<file path="config.mk">
export PLATFORM = sky130hd
export DESIGN_NAME = oka_clmul_pipe_flat
export DESIGN_NICKNAME = d
export VERILOG_FILES = /design/src/rtl/oka_clmul_pipe_pkg.sv /design/src/rtl/oka_clmul_pipe_if.sv /design/src/rtl/oka_clmul_pipe_clmul_half.sv /design/src/rtl/oka_clmul_pipe.sv /design/src/flat_wrapper.sv
export SDC_FILE = /design/constraint.sdc
export NUM_CORES = 1
export LEC_CHECK = 0
export ABC_AREA = 1
export CAP_MARGIN = 40
export CORE_MARGIN = 2
export CORE_UTILIZATION = 40
export CTS_BUF_LIST = sky130_fd_sc_hd__clkbuf_4
export DETAILED_ROUTE_END_ITERATION = 10
export DONT_BUFFER_PORTS = 1
export GPL_ROUTABILITY_DRIVEN = 0
export PLACE_DENSITY = 0.65
export SLEW_MARGIN = 20
export SYNTH_ARGS = -nofsm -noshare
export SYNTH_HDL_FRONTEND = slang
export SYNTH_SLANG_ARGS = --single-unit
export TNS_END_PERCENT = 10
</file>
<file path="constraint.sdc">
create_clock -name clk -period 1.59 [get_ports clk]
set_input_delay 0.477 -clock clk [delete_from_list [all_inputs] [get_ports clk]]
set_output_delay 0.477 -clock clk [all_outputs]
set_load 0.05 [all_outputs]
</file>
<file path="src/rtl/oka_clmul_pipe_pkg.sv">
`default_nettype none
// +--------------------------------------------------------------------------+
// | Module   : oka_pkg                                                       |
// | Purpose  : Shared constants and helpers for the Karatsuba carry-less     |
// |            multiplier pipeline: a generic carry-less multiply, a GF(2^w) |
// |            reduction, the AES field polynomial and an operand-width      |
// |            legality check.                                               |
// | Revision : 1.0 - initial release                                         |
// +--------------------------------------------------------------------------+
package oka_pkg;

  // Lower byte of x^8 + x^4 + x^3 + x + 1.
  localparam logic [7:0] AES_POLY = 8'h1B;

  // Widest operand the helper functions can handle.
  localparam int MAXW = 64;

  // Generic carry-less product of the low n bits of x and y.
  function automatic logic [2*MAXW-1:0] clmul(input logic [MAXW-1:0] x,
                                              input logic [MAXW-1:0] y,
                                              input int              n);
    logic [2*MAXW-1:0] acc;
    acc = '0;
    for (int i = 0; i < n; i++) begin
      if (y[i]) acc = acc ^ ({{MAXW{1'b0}}, x} << i);
    end
    return acc;
  endfunction

  // Reduce a (2w-1)-bit carry-less product modulo x^w + poly.
  function automatic logic [MAXW-1:0] gf_reduce(input logic [2*MAXW-1:0] p,
                                                input logic [MAXW-1:0]   poly,
                                                input int                w);
    logic [2*MAXW-1:0] t;
    t = p;
    for (int k = 2*w-2; k >= w; k--) begin
      if (t[k]) t = t ^ ({{MAXW{1'b0}}, poly} << (k-w)) ^ ({{(2*MAXW-1){1'b0}}, 1'b1} << k);
    end
    return t[MAXW-1:0];
  endfunction

  // Karatsuba split needs an even width with non-trivial halves.
  function automatic bit w_ok(input int w);
    return (w >= 4) && ((w % 2) == 0);
  endfunction

endpackage
`default_nettype wire

</file>
<file path="src/rtl/oka_clmul_pipe_if.sv">
`default_nettype none
// +--------------------------------------------------------------------------+
// | Module   : oka_clmul_pipe_if                                             |
// | Purpose  : Valid/ready operand and result bundle for oka_clmul_pipe.     |
// |   in_valid/in_ready/a/b  : operand pair handshake (source -> block)      |
// |   out_valid/out_ready/y  : product handshake (block -> sink)             |
// |   master : view of the environment driving operands / sinking results    |
// |   slave  : view of the multiplier                                        |
// | Revision : 1.0 - initial release                                         |
// +--------------------------------------------------------------------------+
interface oka_clmul_pipe_if #(
  parameter int W = 8
) ();
  logic           in_valid;
  logic           in_ready;
  logic [W-1:0]   a;
  logic [W-1:0]   b;
  logic           out_valid;
  logic           out_ready;
  logic [2*W-2:0] y;

  modport master (
    output in_valid, a, b, out_ready,
    input  in_ready, out_valid, y
  );

  modport slave (
    input  in_valid, a, b, out_ready,
    output in_ready, out_valid, y
  );
endinterface
`default_nettype wire

</file>
<file path="src/rtl/oka_clmul_pipe_clmul_half.sv">
`default_nettype none
// +--------------------------------------------------------------------------+
// | Module   : clmul_half                                                    |
// | Purpose  : Combinational N x N carry-less (GF(2)[x]) multiplier.         |
// |   x, y : N-bit operands, bit i is the coefficient of x^i                 |
// |   p    : 2N-1 bit product                                                |
// | Revision : 1.0 - initial release                                         |
// +--------------------------------------------------------------------------+
module clmul_half #(
  parameter int N = 4
) (
  input  wire  [N-1:0]   x,
  input  wire  [N-1:0]   y,
  output logic [2*N-2:0] p
);

  always_comb begin
    p = '0;
    for (int i = 0; i < N; i++) begin
      for (int j = 0; j < N; j++) begin
        p[i+j] = p[i+j] ^ (x[i] & y[j]);
      end
    end
  end

endmodule
`default_nettype wire

</file>
<file path="src/rtl/oka_clmul_pipe.sv">
`default_nettype none
// +--------------------------------------------------------------------------+
// | Module   : oka_clmul_pipe                                                |
// | Purpose  : Pipelined one-level Karatsuba carry-less multiplier with an   |
// |            optional GF(2^W) reduction stage.                             |
// |   clk   : rising-edge clock                                              |
// |   rst_n : asynchronous active-low reset                                  |
// |   bus   : slave side of oka_clmul_pipe_if (operands in, product out)     |
// |   W      : operand width (even, >= 4)                                    |
// |   REDUCE : 0 = raw 2W-1 bit product, 1 = reduced mod x^W + POLY          |
// |   POLY   : low W bits of the reduction polynomial                        |
// | Revision : 1.0 - initial release                                         |
// +--------------------------------------------------------------------------+
module oka_clmul_pipe
  import oka_pkg::*;
#(
  parameter int           W      = 8,
  parameter int           REDUCE = 0,
  parameter logic [W-1:0] POLY   = W'(AES_POLY)
) (
  input wire              clk,
  input wire              rst_n,
  oka_clmul_pipe_if.slave bus
);

  localparam int H  = W / 2;
  localparam int HP = 2*H - 1;
  localparam int PW = 2*W - 1;
  localparam int NS = (REDUCE != 0) ? 3 : 2;

  if (!w_ok(W)) begin : g_bad_width
    $error("oka_clmul_pipe: W must be even and at least 4");
  end

  // ---------------------------------------------------------------- control
  logic [NS-1:0] w_valid;  // occupancy of each stage
  logic [NS-1:0] w_down;   // downstream of stage s takes data this cycle
  logic [NS-1:0] w_space;  // stage s can take new data this cycle
  logic [NS-1:0] w_upv;    // upstream of stage s holds valid data
  logic [NS-1:0] w_load;

  // A stage has room when empty or when its occupant moves on this cycle;
  // the chain resolves from the sink back to the source.
  always_comb begin
    w_down  = '0;
    w_space = '0;
    w_down[NS-1] = bus.out_ready;
    for (int s = NS-1; s >= 1; s--) begin
      w_space[s]  = ~w_valid[s] | w_down[s];
      w_down[s-1] = w_space[s];
    end
    w_space[0] = ~w_valid[0] | w_down[0];
  end

  assign w_upv  = {w_valid[NS-2:0], bus.in_valid};
  assign w_load = w_upv & w_space;

  for (genvar s = 0; s < NS; s++) begin : g_stage
    logic r_v;
    always_ff @(posedge clk or negedge rst_n) begin
      if (!rst_n) r_v <= 1'b0;
      else        r_v <= w_load[s] | (r_v & ~w_down[s]);
    end
    assign w_valid[s] = r_v;
  end

  assign bus.in_ready  = w_space[0];
  assign bus.out_valid = w_valid[NS-1];

  // ------------------------------------------------ stage 1: half products
  logic [H-1:0]  w_asum, w_bsum;
  logic [HP-1:0] w_p0, w_p1, w_p2;
  logic [HP-1:0] r_p0, r_p1, r_p2;

  assign w_asum = bus.a[H-1:0] ^ bus.a[W-1:H];
  assign w_bsum = bus.b[H-1:0] ^ bus.b[W-1:H];

  clmul_half #(.N(H)) u_p0 (.x(bus.a[H-1:0]), .y(bus.b[H-1:0]), .p(w_p0));
  clmul_half #(.N(H)) u_p2 (.x(bus.a[W-1:H]), .y(bus.b[W-1:H]), .p(w_p2));
  clmul_half #(.N(H)) u_p1 (.x(w_asum),       .y(w_bsum),       .p(w_p1));

  always_ff @(posedge clk or negedge rst_n) begin
    if (!rst_n) begin
      r_p0 <= '0;
      r_p1 <= '0;
      r_p2 <= '0;
    end else if (w_load[0]) begin
      r_p0 <= w_p0;
      r_p1 <= w_p1;
      r_p2 <= w_p2;
    end
  end

  // ---------------------------------------------------- stage 2: combine
  // The middle term is the cross product aL*bH ^ aH*bL recovered from P1.
  logic [HP-1:0] w_mid;
  logic [PW-1:0] w_prod;
  logic [PW-1:0] r_prod;

  assign w_mid  = r_p1 ^ r_p0 ^ r_p2;
  assign w_prod = PW'(r_p0) ^ (PW'(w_mid) << H) ^ (PW'(r_p2) << W);

  always_ff @(posedge clk or negedge rst_n) begin
    if (!rst_n)         r_prod <= '0;
    else if (w_load[1]) r_prod <= w_prod;
  end

  // -------------------------------------------- stage 3: optional reduce
  if (REDUCE != 0) begin : g_reduce
    logic [PW-1:0] w_t;
    logic [W-1:0]  r_red;

    // Fold the high coefficients down from the top; x^k == x^(k-W)*POLY.
    always_comb begin
      w_t = r_prod;
      for (int k = PW-1; k >= W; k--) begin
        if (w_t[k]) w_t = w_t ^ (PW'(POLY) << (k-W)) ^ (PW'(1) << k);
      end
    end

    always_ff @(posedge clk or negedge rst_n) begin
      if (!rst_n)         r_red <= '0;
      else if (w_load[2]) r_red <= w_t[W-1:0];
    end

    assign bus.y = {{(W-1){1'b0}}, r_red};
  end else begin : g_raw
    assign bus.y = r_prod;
  end

endmodule
`default_nettype wire

</file>
<file path="src/flat_wrapper.sv">
// flat-port wrapper written by rule: the top's interface ports become plain ports
module oka_clmul_pipe_flat import oka_pkg::*;
#(
  parameter int           W      = 8,
  parameter int           REDUCE = 0,
  parameter logic [W-1:0] POLY   = W'(AES_POLY)
)
  (clk, rst_n, bus_in_valid, bus_a, bus_b, bus_out_ready, bus_in_ready, bus_out_valid, bus_y);
  oka_clmul_pipe_if #(.W(W)) bus_i ();
  input wire clk;
  input wire rst_n;
  input wire logic [$bits(bus_i.in_valid)-1:0] bus_in_valid;
  input wire logic [$bits(bus_i.a)-1:0] bus_a;
  input wire logic [$bits(bus_i.b)-1:0] bus_b;
  input wire logic [$bits(bus_i.out_ready)-1:0] bus_out_ready;
  output wire logic [$bits(bus_i.in_ready)-1:0] bus_in_ready;
  output wire logic [$bits(bus_i.out_valid)-1:0] bus_out_valid;
  output wire logic [$bits(bus_i.y)-1:0] bus_y;
  assign bus_i.in_valid = bus_in_valid;
  assign bus_i.a = bus_a;
  assign bus_i.b = bus_b;
  assign bus_i.out_ready = bus_out_ready;
  assign bus_in_ready = bus_i.in_ready;
  assign bus_out_valid = bus_i.out_valid;
  assign bus_y = bus_i.y;
  oka_clmul_pipe #(.W(W), .REDUCE(REDUCE), .POLY(POLY)) u_core (.clk(clk), .rst_n(rst_n), .bus(bus_i));
endmodule
</file>
### Word-level counts from Yosys, hierarchy flattened

Index checks and enable logic that the tools add are counted.

* bitwise operators: 92

Operators with widths (number)
* $and 1x1->1: 50
* $xor 1x1->1: 27
* $xor 15x15->15: 1
* $xor 7x7->7: 2
* $xor 7x11->11: 1
* $xor 4x4->4: 2
* $not 1->1: 4
* $or 1x1->1: 4
* $and 2x2->2: 1

* bits in registers: 38
* word-level logic and storage cells: 98

### Longest topological paths before layout

* depth after elaboration: 5
* depth in mapped cells: 10
* depth with buffers taken out: 10

### By module

From an unflattened synthesis, not the netlist that was laid out.

* cells, all modules: 374
* area, all modules: 2521.2 um^2

Modules (own cells, without submodules)
* oka_clmul_pipe: area each 1894.3 um^2, times used 1, cells an instance 233, seq. area each 950.9 um^2
* clmul_half: area each 209.0 um^2, times used 3, cells an instance 47, seq. area each 0.0 um^2

### Worst setup path after synthesis

Ideal clock, no wire load.

* kind: register -> register
* start: reg u_core.g_stage[1].r_v, in the netlist u_core.bus.out_valid
* end: reg u_core.r_p0[5]
* clock period less this slack: 1883 ps
* stages on the path, launching flop included: 5
* setup slack: -293 ps
* path buffers: 1
* arrival time: 1756 ps
* cell sequence: dfrtp_1 nand3_1 nand2_2 buf_4 o21ai_0

* longest elaborated chain between the ends: 4

RTL lines
* start, declared: line oka_clmul_pipe.sv:59 `logic r_v;`
* start signal, assigned: line oka_clmul_pipe.sv:62 `else r_v <= w_load[s] | (r_v & ~w_down[s]);`
* $not 1->1: line oka_clmul_pipe.sv:49 `w_space[s] = ~w_valid[s] | w_down[s];`
* $or 1x1->1: line oka_clmul_pipe.sv:49
* $or 1x1->1: line oka_clmul_pipe.sv:52 `w_space[0] = ~w_valid[0] | w_down[0];`
* named net bus_in_ready: line flat_wrapper.sv:16 `output wire logic [$bits(bus_i.in_ready)-1:0] bus_in_ready;`
* $and 2x2->2: line oka_clmul_pipe.sv:56 `assign w_load = w_upv & w_space;`
* end signal, assigned: line oka_clmul_pipe.sv:88 `r_p0 <= w_p0;`
* end, declared: line oka_clmul_pipe.sv:73 `logic [HP-1:0] r_p0, r_p1, r_p2;`

The timed path passes the listed nets, and every way through them passes these cells.
A chain may end at the register's enable or synchronous reset.

### Final worst setup path

* start: reg u_core.g_stage[1].r_v, in the netlist u_core.bus.out_valid
* end: out bus_in_ready

* longest elaborated chain between the ends: 3

RTL lines (line)
* $not 1->1: oka_clmul_pipe.sv:49
* $or 1x1->1: oka_clmul_pipe.sv:49
* $or 1x1->1: oka_clmul_pipe.sv:52
* end, declared: flat_wrapper.sv:16

Every way passes these cells.

==> results_dict.tcl <==
set metrics [dict create \
    ys_ff_latch 38 \
    root_buffer "clkbuf_4" \
    syn_to_final_growth_pct 8.45 \
    vias_per_cell 4.76 \
    rsz0062_at_grt "false" \
    numCtsBuffers 5 \
    use_met3 0.0552 \
    critPathMaxFanout 3 \
    min_period_over_period 0.944 \
    grtUsageMet1 0.223 \
    clock-sinks 38 \
    grt_util_met2 0.248 \
    final_nets 317 \
    final-seq-area_sq_um 952 \
    grt-ovfl-total 0 \
    end_kind "output pin" \
    ys_seq_area_frac 0.428 \
    cp_slowest_cell "dfrtp_2" \
    crit_required_ns 1.11 \
    dp.cells 360 \
    dieArea_sq_um 6160 \
    fillers 561 \
    syn_area_sq_um 2220 \
    fmax_mhz 666 \
    fp.coreArea_sq_um 5440 \
    firstDrtPassIters 4 \
    startpoint "u_core.bus.out_valid" \
    cp_cell_sequence "nand3_2 > buf_6" \
    num_rows 27 \
    setup-violations-final 0 \
    drive_gt1_frac 0.121 \
    cts_buffer_depth 2 \
    ant_nets 0 \
    syn_area_per_cell_sq_um 7.71 \
    r2r_start "u_core.bus.out_valid" \
    r2r_cells 4 \
    relSlewSlack 0.671 \
    fin_skew_ns 0.00609 \
    antenna_found_initial 0 \
    drcViolationCount 0 \
    start_util 0.408 \
    grt.busiest_layer "met2" \
    num_vias 1756 \
    fp.dieH_microns 78.5 \
    synth_fp_nets 308 \
    stdcell_count 369 \
    powerDensity_nw_per_um2 1270 \
    slew_viol_final 0 \
    htree_levels 2 \
    pre_cts_ws_ns 0.260 \
    drt_first_iter_violations 127 \
    wl_per_cell_microns 12.5 \
    leakage_nw 1.18 \
    r2r-end "u_core.r_p0[6]" \
    cp-endpoint "bus_in_ready" \
    synthCells 288 \
    diodes 0 \
    slowest_delay_ns 0.43 \
    ir_drop_mv 0.696 \
    r2r_slack_ns 0.41 \
    arrival_ns 1.02 \
    grt_start_max_net_pins 39 \
    cts_tree "yes" \
    worst-setup-path-type "flip-flop to output pin" \
    grt_pass1_vias 1643 \
    max-cap-violations 0 \
    hold_path_class "input port to flip-flop" \
    clk_pin_slew_worst_paths_ns 0.09 \
    tightest_slew_ns 0.493 \
    grt_pass1_wl_mm 7.91 \
    track_usage 0.165 \
    portBuffers 0 \
    setup_tns_ns 0 \
    fin_crit_ns 1.50 \
    die_w_microns 78.5 \
    post_cts_buffers 0 \
    layout_setup_ws_ns 0.0895 \
    yosys_warnings 0 \
    multi_input_comb_area_sq_um 1140 \
    outcome "completed" \
    routed_wl_mm 4.62 \
    hold_viol 0 \
    io_pins 37 \
    hpwl_mm 3.56 \
    synth.distinct_cells 17 \
    start_kind "flip-flop" \
    insertion_delay_ns 0.33 \
]
## worst max-delay path, delay by kind of cell, from the launching register on
kind / cells / cell delay, ns
buf+inv: 1 / 0.16
flops: 1 / 0.43
simple gates: 1 / 0.10
## where the power goes
| part | switching (mW) | leakage (nW) | internal, mW |
|---|---|---|---|
| Combinational | 0.365 | 0.680 | 0.342 |
| Sequential | 0.677 | 0.472 | 1.19 |
| Clock | 0.278 | 0.0322 | 0.201 |
| Total | 1.32 | 1.18 | 1.73 |
## state kept, by name (all words and copies together) (netlist names)
register,flops
u_core.bus.y,15
u_core.r_p0,7
u_core.r_p1,7
u_core.r_p2,7
u_core.bus.out_valid,1
u_core.g_stage.r_v,1
## through the flow
stage / area [sq um] / power (mW) / utilization / hold WS [ns]
floorplan: 2230 / 2.43 / - / 0.181
global placement: 2320 / 2.55 / 0.427 / 0.182
detailed placement: 2320 / 2.58 / 0.427 / 0.182
CTS: 2400 / 3.10 / 0.442 / 0.231
global route: 2410 / 3.27 / 0.443 / 0.220
finish: 2410 / 3.05 / 0.443 / 0.243
## cell usage after synthesis
cell | number | area [sq um]
buf_4 | 3 | 22.5
mux2_2 | 6 | 67.6
nand2_1 | 117 | 439
o21ai_2 | 1 | 8.76
xnor2_1 | 35 | 307
xor2_1 | 2 | 17.5
inv_1 | 22 | 82.6
inv_2 | 5 | 18.8
nand3b_1 | 1 | 7.51
nor2_1 | 10 | 37.5
o21ai_1 | 7 | 35.0
nand2_2 | 9 | 56.3
buf_2 | 2 | 10.0
dfrtp_1 | 38 | 951
nand3_1 | 10 | 50.1
o21ai_0 | 16 | 80.1
o31ai_1 | 4 | 30.0
## logic make-up after synthesis
group | after synthesis | share of synthesized area
flops | 38 | 0.428
buf+inv | 32 | 0.0603
compound gates | 28 | 0.0693
simple gates | 147 | 0.266
xor+xnor | 37 | 0.146
mux | 6 | 0.0304
## timing repair
action,4_1_cts,5_1_grt
resized for setup,0,1
endpoints found under the setup margin,0,1
hold buffers,2,0
hold endpoints to repair,38,0
## routing by layer
metal	up-vias	share of wire
met5	-	0
met4	0	0.016
met3	6	0.067
met2	61	0.43
met1	785	0.49
li1	904	-
## layout by cell type (no fill, tap or decap)
cell,Yosys,routed
inv_2,5,5
clkbuf_4,0,7
inv_1,22,22
nand3_1,10,9
buf_4,3,4
dfrtp_1,38,37
nand3_2,0,1
nand2_2,9,9
buf_12,0,1
o21ai_0,16,16
o21ai_1,7,7
nand2_1,117,117
mux2_2,6,6
xor2_1,2,2
buf_6,0,1
nor2_1,10,10
o21ai_2,1,1
nand3b_1,1,1
xnor2_1,35,35
dlygate4sd3_1,0,1
o31ai_1,4,4
dfrtp_2,0,1
## worst min-delay path by stage
stage / from / to / slack, ns / depth (start not counted)
CTS: bus_in_valid / u_core.g_stage[0].r_v / 0.23 / 2
global route: bus_in_valid / u_core.g_stage[0].r_v / 0.22 / 2
floorplan: rst_n / u_core.bus.out_valid / 0.18 / 0
finish: bus_in_valid / u_core.g_stage[0].r_v / 0.24 / 2
global placement: rst_n / u_core.r_p1[5] / 0.18 / 0
detailed placement: rst_n / u_core.r_p2[5] / 0.18 / 0
## area by class of cell
type / count / share of cell area
Multi-Input combinational cell: 218 / 0.474
Timing Repair Buffer: 7 / 0.0296
Sequential cell: 38 / 0.395
Clock buffer: 7 / 0.0218
Tap cell: 72 / 0.0374
Inverter: 27 / 0.0421
Note: power is estimated with default switching activity, not from simulation.
